File: src/rtl/video_mono_tint_pipe.sv
// ---------------------------------------------------------------------------
// video_mono_tint_pipe
//
// Converts an RGB video stream into one of several monochrome "phosphor"
// tints (green, amber, B&W, red, blue, fuchsia, purple) or passes colour
// through. Three pixel-enabled register stages:
//   S1 : register raw pixel, timing and the mode that applies to this pixel
//   S2 : compute luma (optionally with afterglow persistence)
//   S3 : apply the tint and register the outputs
//
// The active mode only changes on a VSync rising edge (or on the first
// ce_pix after reset), so a mode request never tears a frame.
//
// Optional feature: define MONO_PERSIST_EN to add a phosphor afterglow
// register; monochrome modes then use persistent luma instead of raw luma.
//
// Ports:
//   clk_vid                 video clock
//   reset                   synchronous, active-high
//   ce_pix                  pixel enable; every register advances only on it
//   gfx_mode[2:0]           requested mode (0 colour .. 7 purple)
//   R, G, B [DW-1:0]        source pixel
//   HSync, VSync, DE        source timing
//   R_OUT, G_OUT, B_OUT     converted pixel
//   HS_OUT, VS_OUT, DE_OUT  timing, delayed to match the pixel
// ---------------------------------------------------------------------------
module video_mono_tint_pipe #(
  parameter int DW          = 8,
  parameter int GREEN_FLOOR = 15,
  parameter int FLOOR       = 8,
  parameter int DECAY_SHIFT = 2
) (
  input  logic          clk_vid,
  input  logic          reset,
  input  logic          ce_pix,
  input  logic [2:0]    gfx_mode,
  input  logic [DW-1:0] R,
  input  logic [DW-1:0] G,
  input  logic [DW-1:0] B,
  input  logic          HSync,
  input  logic          VSync,
  input  logic          DE,
  output logic [DW-1:0] R_OUT,
  output logic [DW-1:0] G_OUT,
  output logic [DW-1:0] B_OUT,
  output logic          HS_OUT,
  output logic          VS_OUT,
  output logic          DE_OUT
);

  localparam int LW = DW + 8;
  localparam logic [DW-1:0] FLOOR_V       = DW'(FLOOR);
  localparam logic [DW-1:0] GREEN_FLOOR_V = DW'(GREEN_FLOOR);
  localparam logic [DW-1:0] ONE_V         = DW'(1);

  // Mode tracking
  logic [2:0] active_mode;
  logic       load_pending;   // forces a mode load on the first ce_pix after reset
  logic       load_mode;
  logic [2:0] pixel_mode;

  // Stage 1
  logic [DW-1:0] r1, g1, b1;
  logic          hs1, vs1, de1;
  logic [2:0]    mode1;

  // Stage 2
  logic [DW-1:0] r2, g2, b2, p2;
  logic          hs2, vs2, de2;
  logic [2:0]    mode2;

  // Luma / persistence
  logic [LW-1:0] y_sum;
  logic [DW-1:0] y_s1;
  logic [DW-1:0] p_s1;

  // Stage 3 combinational result
  logic [DW-1:0] h3, f_floor3, f_green3;
  logic [DW-1:0] r3_nxt, g3_nxt, b3_nxt;

  // The pixel sampled on the VSync rise already uses the new mode, hence the
  // bypass of gfx_mode straight into mode1.
  assign load_mode  = load_pending || (!vs1 && VSync);
  assign pixel_mode = load_mode ? gfx_mode : active_mode;

  always_ff @(posedge clk_vid) begin
    if (reset) begin
      active_mode  <= 3'd0;
      load_pending <= 1'b1;
      r1 <= '0; g1 <= '0; b1 <= '0;
      hs1 <= 1'b0; vs1 <= 1'b0; de1 <= 1'b0;
      mode1 <= 3'd0;
    end else if (ce_pix) begin
      active_mode  <= pixel_mode;
      load_pending <= 1'b0;
      r1 <= R; g1 <= G; b1 <= B;
      hs1 <= HSync; vs1 <= VSync; de1 <= DE;
      mode1 <= pixel_mode;
    end
  end

  // Weights sum to 256, so the shifted result always fits in DW bits.
  assign y_sum = LW'(54) * LW'(r1) + LW'(183) * LW'(g1) + LW'(19) * LW'(b1);
  assign y_s1  = y_sum[LW-1:8];

`ifdef MONO_PERSIST_EN
  logic [DW-1:0] glow;
  logic [DW-1:0] decay;

  assign decay = glow - (glow >> DECAY_SHIFT);
  assign p_s1  = (y_s1 > decay) ? y_s1 : decay;

  // Afterglow dies instantly outside the active area.
  always_ff @(posedge clk_vid) begin
    if (reset) begin
      glow <= '0;
    end else if (ce_pix) begin
      glow <= de1 ? p_s1 : '0;
    end
  end
`else
  assign p_s1 = y_s1;
`endif

  always_ff @(posedge clk_vid) begin
    if (reset) begin
      r2 <= '0; g2 <= '0; b2 <= '0; p2 <= '0;
      hs2 <= 1'b0; vs2 <= 1'b0; de2 <= 1'b0;
      mode2 <= 3'd0;
    end else if (ce_pix) begin
      r2 <= r1; g2 <= g1; b2 <= b1; p2 <= p_s1;
      hs2 <= hs1; vs2 <= vs1; de2 <= de1;
      mode2 <= mode1;
    end
  end

  assign h3       = p2 >> 1;
  assign f_floor3 = (p2 > FLOOR_V)       ? p2 : FLOOR_V;
  assign f_green3 = (p2 > GREEN_FLOOR_V) ? p2 : GREEN_FLOOR_V;

  always_comb begin
    r3_nxt = r2;
    g3_nxt = g2;
    b3_nxt = b2;
    case (mode2)
      3'd1: begin r3_nxt = '0;       g3_nxt = f_green3; b3_nxt = ONE_V;    end
      3'd2: begin r3_nxt = f_floor3; g3_nxt = h3;       b3_nxt = ONE_V;    end
      3'd3: begin r3_nxt = p2;       g3_nxt = p2;       b3_nxt = p2;       end
      3'd4: begin r3_nxt = f_floor3; g3_nxt = '0;       b3_nxt = ONE_V;    end
      3'd5: begin r3_nxt = '0;       g3_nxt = h3;       b3_nxt = f_floor3; end
      3'd6: begin r3_nxt = f_floor3; g3_nxt = '0;       b3_nxt = h3;       end
      3'd7: begin r3_nxt = h3;       g3_nxt = '0;       b3_nxt = f_floor3; end
      default: ;
    endcase
  end

  always_ff @(posedge clk_vid) begin
    if (reset) begin
      R_OUT <= '0; G_OUT <= '0; B_OUT <= '0;
      HS_OUT <= 1'b0; VS_OUT <= 1'b0; DE_OUT <= 1'b0;
    end else if (ce_pix) begin
      R_OUT <= r3_nxt; G_OUT <= g3_nxt; B_OUT <= b3_nxt;
      HS_OUT <= hs2; VS_OUT <= vs2; DE_OUT <= de2;
    end
  end

endmodule

File: config.mk
export PLATFORM = sky130hd
export DESIGN_NAME = video_mono_tint_pipe
export DESIGN_NICKNAME = d
export VERILOG_FILES = /design/src/rtl/video_mono_tint_pipe.sv
export SDC_FILE = /design/constraint.sdc
export NUM_CORES = 1
export LEC_CHECK = 0
export CAP_MARGIN = 0
export CORE_MARGIN = 3
export CORE_UTILIZATION = 60
export DETAILED_ROUTE_END_ITERATION = 10
export GPL_TIMING_DRIVEN = 0
export PLACE_DENSITY = 0.91
export SLEW_MARGIN = 5
export SYNTH_ARGS = -nofsm -noshare
export SYNTH_HDL_FRONTEND = slang
export SYNTH_SLANG_ARGS = --single-unit
File: constraint.sdc
create_clock -name clk_vid -period 5.88 [get_ports clk_vid]
set_input_delay 0.588 -clock clk_vid [delete_from_list [all_inputs] [get_ports clk_vid]]
set_output_delay 0.588 -clock clk_vid [all_outputs]
set_load 0.02 [all_outputs]
Word level (Yosys, flattened, before mapping)
Cells that the tools add are included.

cells by class
  add/subtract/negate cells = 2
  multiply operators = 3
  div/mod/pow operators = 0
  order comparisons = 2
  equality and inequality tests = 7
  shifts and indexed selects = 0
  multiplexer cells = 6
  bitwise logic cells = 0
  reduce and logical (&&, ||, !) cells = 10

operator list
  kind                    number
  $pmux W8 S4             3
  $mul A5 B8 Y13 const A  2
  $add A14 B16 Y16        1
  $add A16 B13 Y16        1
  $gt A8 B4 Y1 const B    2
  $mul A8 B8 Y16 const A  1
  $mux W8                 2
  $eq A3 B3 Y1 const B    4
  $reduce_or A3 Y1        3
  $eq A3 B2 Y1 const B    2
  $reduce_or A2 Y1        3
  $eq A3 B1 Y1 const B    1
  $mux W3                 1
  $reduce_and A2 Y1       1
  $logic_and A1 B1 Y1     1
  $logic_not A1 Y1        1
  $logic_or A1 B1 Y1      1

storage, ports and cells
  flip-flop bits (word level) = 96
  latch bits = 0
  memory bits (writable) = 0
  bits in read-only memories = 0
  input bits = 33
  output and inout port bits = 27
  logic and storage cells = 52
  memories kept = 0

Depth between registers and ports, before layout
  depth in word-level cells = 4
  gate-level depth with buffers = 22
  depth with buffers taken out = 21

Worst setup path after synthesis
OpenSTA, ideal clock, no wires.

  path kind = reg-to-reg
  start point = register g1[5]
  end point = register p2[6]
  arrival = 4.846 ns
  slack = 0.949 ns
  cell stages (with the launch flop) = 16
  clock period less this slack = 4.931 ns
  cells stage by stage = dfxtp_1 -> fa_1 -> inv_1 -> fa_1 -> inv_1 -> fa_1 -> fa_1 -> fa_1 -> fa_1 -> ha_1 -> a21o_1 -> a31oi_1 -> o21ai_2 -> o31ai_2 -> xor2_1 -> a211oi_1

on the way
  word-level cells in the longest chain between the ends = 3

ends and longest elaborated chain
  what                    line  text
  start, declared         63    logic [DW-1:0] r1, g1, b1;
  start signal, assigned  90    r1 <= '0; g1 <= '0; b1 <= '0;
  start signal, assigned  96    r1 <= R; g1 <= G; b1 <= B;
  $mul A8 B8 Y16          103   assign y_sum = LW'(54) * LW'(r1) + LW'(183) * LW'(g1) + LW'(19) * LW'(b1);
  $add A14 B16 Y16        103
  $add A16 B13 Y16        103
  end signal, assigned    127   r2 <= '0; g2 <= '0; b2 <= '0; p2 <= '0;
  end signal, assigned    131   r2 <= r1; g2 <= g1; b2 <= b1; p2 <= p_s1;
  end, declared           68    logic [DW-1:0] r2, g2, b2, p2;

No other way between the ends.
A chain may end at the register's enable or synchronous reset.

Final worst setup path
  start point = register g1[7]
  end point = register p2[6]

The elaborated chain is that of the path after synthesis.

==> metrics.yaml <==
cells_and_area:
  fin_nets: 1063
  fin_cells: 1057
  antenna_cells: 0
  layout_commonest_cell: "inv_1"
  fillers: 931
  final_cell_mix: "inv_1, dfxtp_1, nor2_1"
  final_layout_size_suffix_gt1_frac: 0.04837
  syn2layout_area_growth_pct: 14.53
power_and_ir_drop:
  irDropWorstVdd_uv: 215.3
  p_leak_nw: 4.113
  power_density_nw_per_um2: 320.1
min_path:
  hp-class: "flop to flop"
  worstHoldEndpoint: "G_OUT[2]$_SDFFE_PP0P_"
  hp-start: "G_OUT[2]$_SDFFE_PP0P_"
  hold_depth: 2
synth:
  synth_edf_count: 0
  yosys_warnings: 0
  ys_seq_elements: 96
  syn_inst: 815
  synth.distinct_cells: 62
  syn_area_um2: 7472
  yosysSeqAreaShare: 0.2572
  syn_area_per_cell_um2: 9.168
  ys.flop_type: "dfxtp_1"
  syn_nets: 994
  async_flop_share: 0
clocking:
  insertion_delay_ps: 340
  cts-root-buf: "clkbuf_16"
  cts_buffers: 9
  postCtsSetupRepairBufs: 0
  tritoncts: "built"
  cts_hold_buf: 0
  clkTransAtPathRegs_ps: 70
  postCtsResizedCells: 0
  cts.sinks: 96
  clockBufferDepth: 2
  htreeDepth: 3
route:
  wl_met3_mm: 1.396
  route.met2.wl_mm: 8.065
  route.top_layer_used: "met4"
  drt_pre_antenna_iters: 6
  routedLengthMet1_mm: 7.857
  via_count: 5925
  routed_wl_mm: 17.84
  wl_per_cell_um: 16.87
  antenna_left: 0
  drc: 0
  via_per_inst: 5.605
  drt_iter0_markers: 555
critical_path:
  r2r_slack_ps: 600
  cp.required_ps: 6070
  rr_startpoint: "g1[7]$_SDFFE_PP0P_"
  crit_path_start_kind: "flop"
  worstSetupPathType: "flop to flop"
  end_kind: "flop"
  reg2reg_to: "p2[6]$_SDFFE_PP0P_"
  rr_worst_depth: 15
  arrival_ps: 5470
  critPathMaxFanout: 6
global_route:
  grt_usage: 0.2629
  gr-total-overflow: 0
  grt_max_degree: 17
  antenna_found_initial: 0
  grt_pass1_wl_mm: 29.64
  grt_pass1_vias: 5933
sta:
  post-route-period-util: 0.8976
  tns_ps: 0
  rsz0062_at_grt: "false"
  fin_skew_ps: 8.486
  finalSetupViolCount: 0
  slew_violations: 0
  final-hold-violation-count: 0
  tightest_slew_ps: 635.2
  max_freq_ghz: 0.1895
  slew_headroom: 0.5765
  min_period_ps: 5278
floorplan:
  die_w_um: 117.6
  rows: 40
  dieArea_um2: 13830
  io-pin-count: 60
  core-area_um2: 12110
  die_h_um: 117.6
  floorplan.initialDensity: 0.6169
placed_design:
  port_buffers: 58
  placedCellCount: 1041
  routabilityCongestion: 0.9962
  dpl.hpwl_mm: 14.05
job:
  max_cap_violations: 0
status:
  status: "completed"
[synth_stat cells, types with 3 or more instances]
cell / number / area (µm²)
nor2_1: 96 / 360.4
buf_1: 3 / 11.26
a22o_1: 3 / 26.28
o211ai_1: 7 / 52.55
xor2_1: 13 / 113.9
clkbuf_8: 3 / 41.29
a211o_1: 4 / 35.03
xnor2_1: 9 / 78.83
o22ai_1: 5 / 31.28
mux2i_1: 66 / 660.6
a21o_1: 10 / 75.07
clkbuf_1: 18 / 67.56
nand2_1: 53 / 198.9
ha_1: 85 / 1064
nand2b_1: 4 / 25.02
inv_1: 127 / 476.7
a311oi_1: 3 / 26.28
buf_6: 3 / 33.78
o2bb2ai_1: 3 / 26.28
buf_2: 9 / 45.04
fa_1: 61 / 1221
o21ai_1: 12 / 60.06
a211oi_1: 6 / 45.04
a31oi_1: 8 / 50.05
nor3_1: 10 / 50.05
a221oi_1: 5 / 43.79
a21oi_1: 39 / 195.2
nand3_1: 8 / 40.04
dfxtp_1: 96 / 1922
o21ai_0: 5 / 25.02
[routing by layer]
layer	vias to the layer above	global-route usage
met5	-	0
met4	0	0.07985
met3	48	0.06391
met2	253	0.4147
met1	2792	0.3607
li1	2832	-
[power by group]
group	switching, W	internal [W]	leakage, nW
Clock	0.000257	0.000332	0.147
Sequential	0.0000610	0.000696	0.786
Combinational	0.000813	0.000581	3.18
Total	0.00113	0.00161	4.11
[worst max path at each step]
stage	cells past startpoint	from	slack, ps	endpoint
floorplan	15	g1[5]$_SDFFE_PP0P_	950	p2[6]$_SDFFE_PP0P_
global placement	15	g1[5]$_SDFFE_PP0P_	700	p2[6]$_SDFFE_PP0P_
detailed placement	15	g1[5]$_SDFFE_PP0P_	640	p2[6]$_SDFFE_PP0P_
CTS	17	g1[3]$_SDFFE_PP0P_	610	p2[6]$_SDFFE_PP0P_
global route	21	r1[2]$_SDFFE_PP0P_	270	p2[6]$_SDFFE_PP0P_
finish	15	g1[7]$_SDFFE_PP0P_	600	p2[6]$_SDFFE_PP0P_
[critical path, cell delays in order (launching register included)]
cell and delay, ps:
dfxtp_1 420, fa_1 520, inv_1 50, fa_1 500, inv_1 60, fa_1 520, fa_1 520, fa_1 520
fa_1 500, ha_1 340, a21o_1 200, a31oi_1 200, o21ai_2 160, o31ai_2 310, xor2_1 210, a211oi_1 90
[registers in the layout, indices dropped and copies added, names as in the netlist, 3 cells and up]
| signal | count |
|---|---|
| R_OUT | 8 |
| mode1 | 3 |
| p2 | 8 |
| b1 | 8 |
| r2 | 8 |
| r1 | 8 |
| g1 | 8 |
| g2 | 8 |
| mode2 | 3 |
| G_OUT | 8 |
| B_OUT | 8 |
| b2 | 8 |
[per-stage QoR]
step                      hold slack [ps]    util  worst slack, ps  total power [W]  cell area, µm²
final                               459.8  0.7066            602.2         0.002740            8558
after detailed placement            449.9  0.6822            638.1         0.002149            8263
after global routing                483.4  0.7066            271.6         0.002948            8558
after global placement              449.5  0.6822            696.2         0.002086            8263
after CTS                           460.2  0.7066            611.9         0.002746            8558
after floorplan                     431.0       -            948.9         0.001790            7472
[cell families after synthesis]
| kind of cell | Yosys count | share of synthesized area |
|---|---|---|
| buf+inv | 168 | 0.09863 |
| compound gates | 128 | 0.1147 |
| mux | 67 | 0.08992 |
| simple gates | 188 | 0.1080 |
| flops | 96 | 0.2572 |
| fa+ha+maj | 146 | 0.3058 |
| xor+xnor | 22 | 0.02579 |
[layout make-up]
cell class | instances | area [µm²] | area share
timing repair buffer | 58 | 580.6 | 0.06784
multi-input combinational | 551 | 4813 | 0.5624
clock inverter | 6 | 66.31 | 0.007749
tap | 168 | 210.2 | 0.02456
buffer | 40 | 256.5 | 0.02997
clock buffer | 10 | 229.0 | 0.02675
sequential | 96 | 1922 | 0.2246
inverter | 128 | 480.5 | 0.05614
No activity file was read; power rests on OpenSTA's default activity.
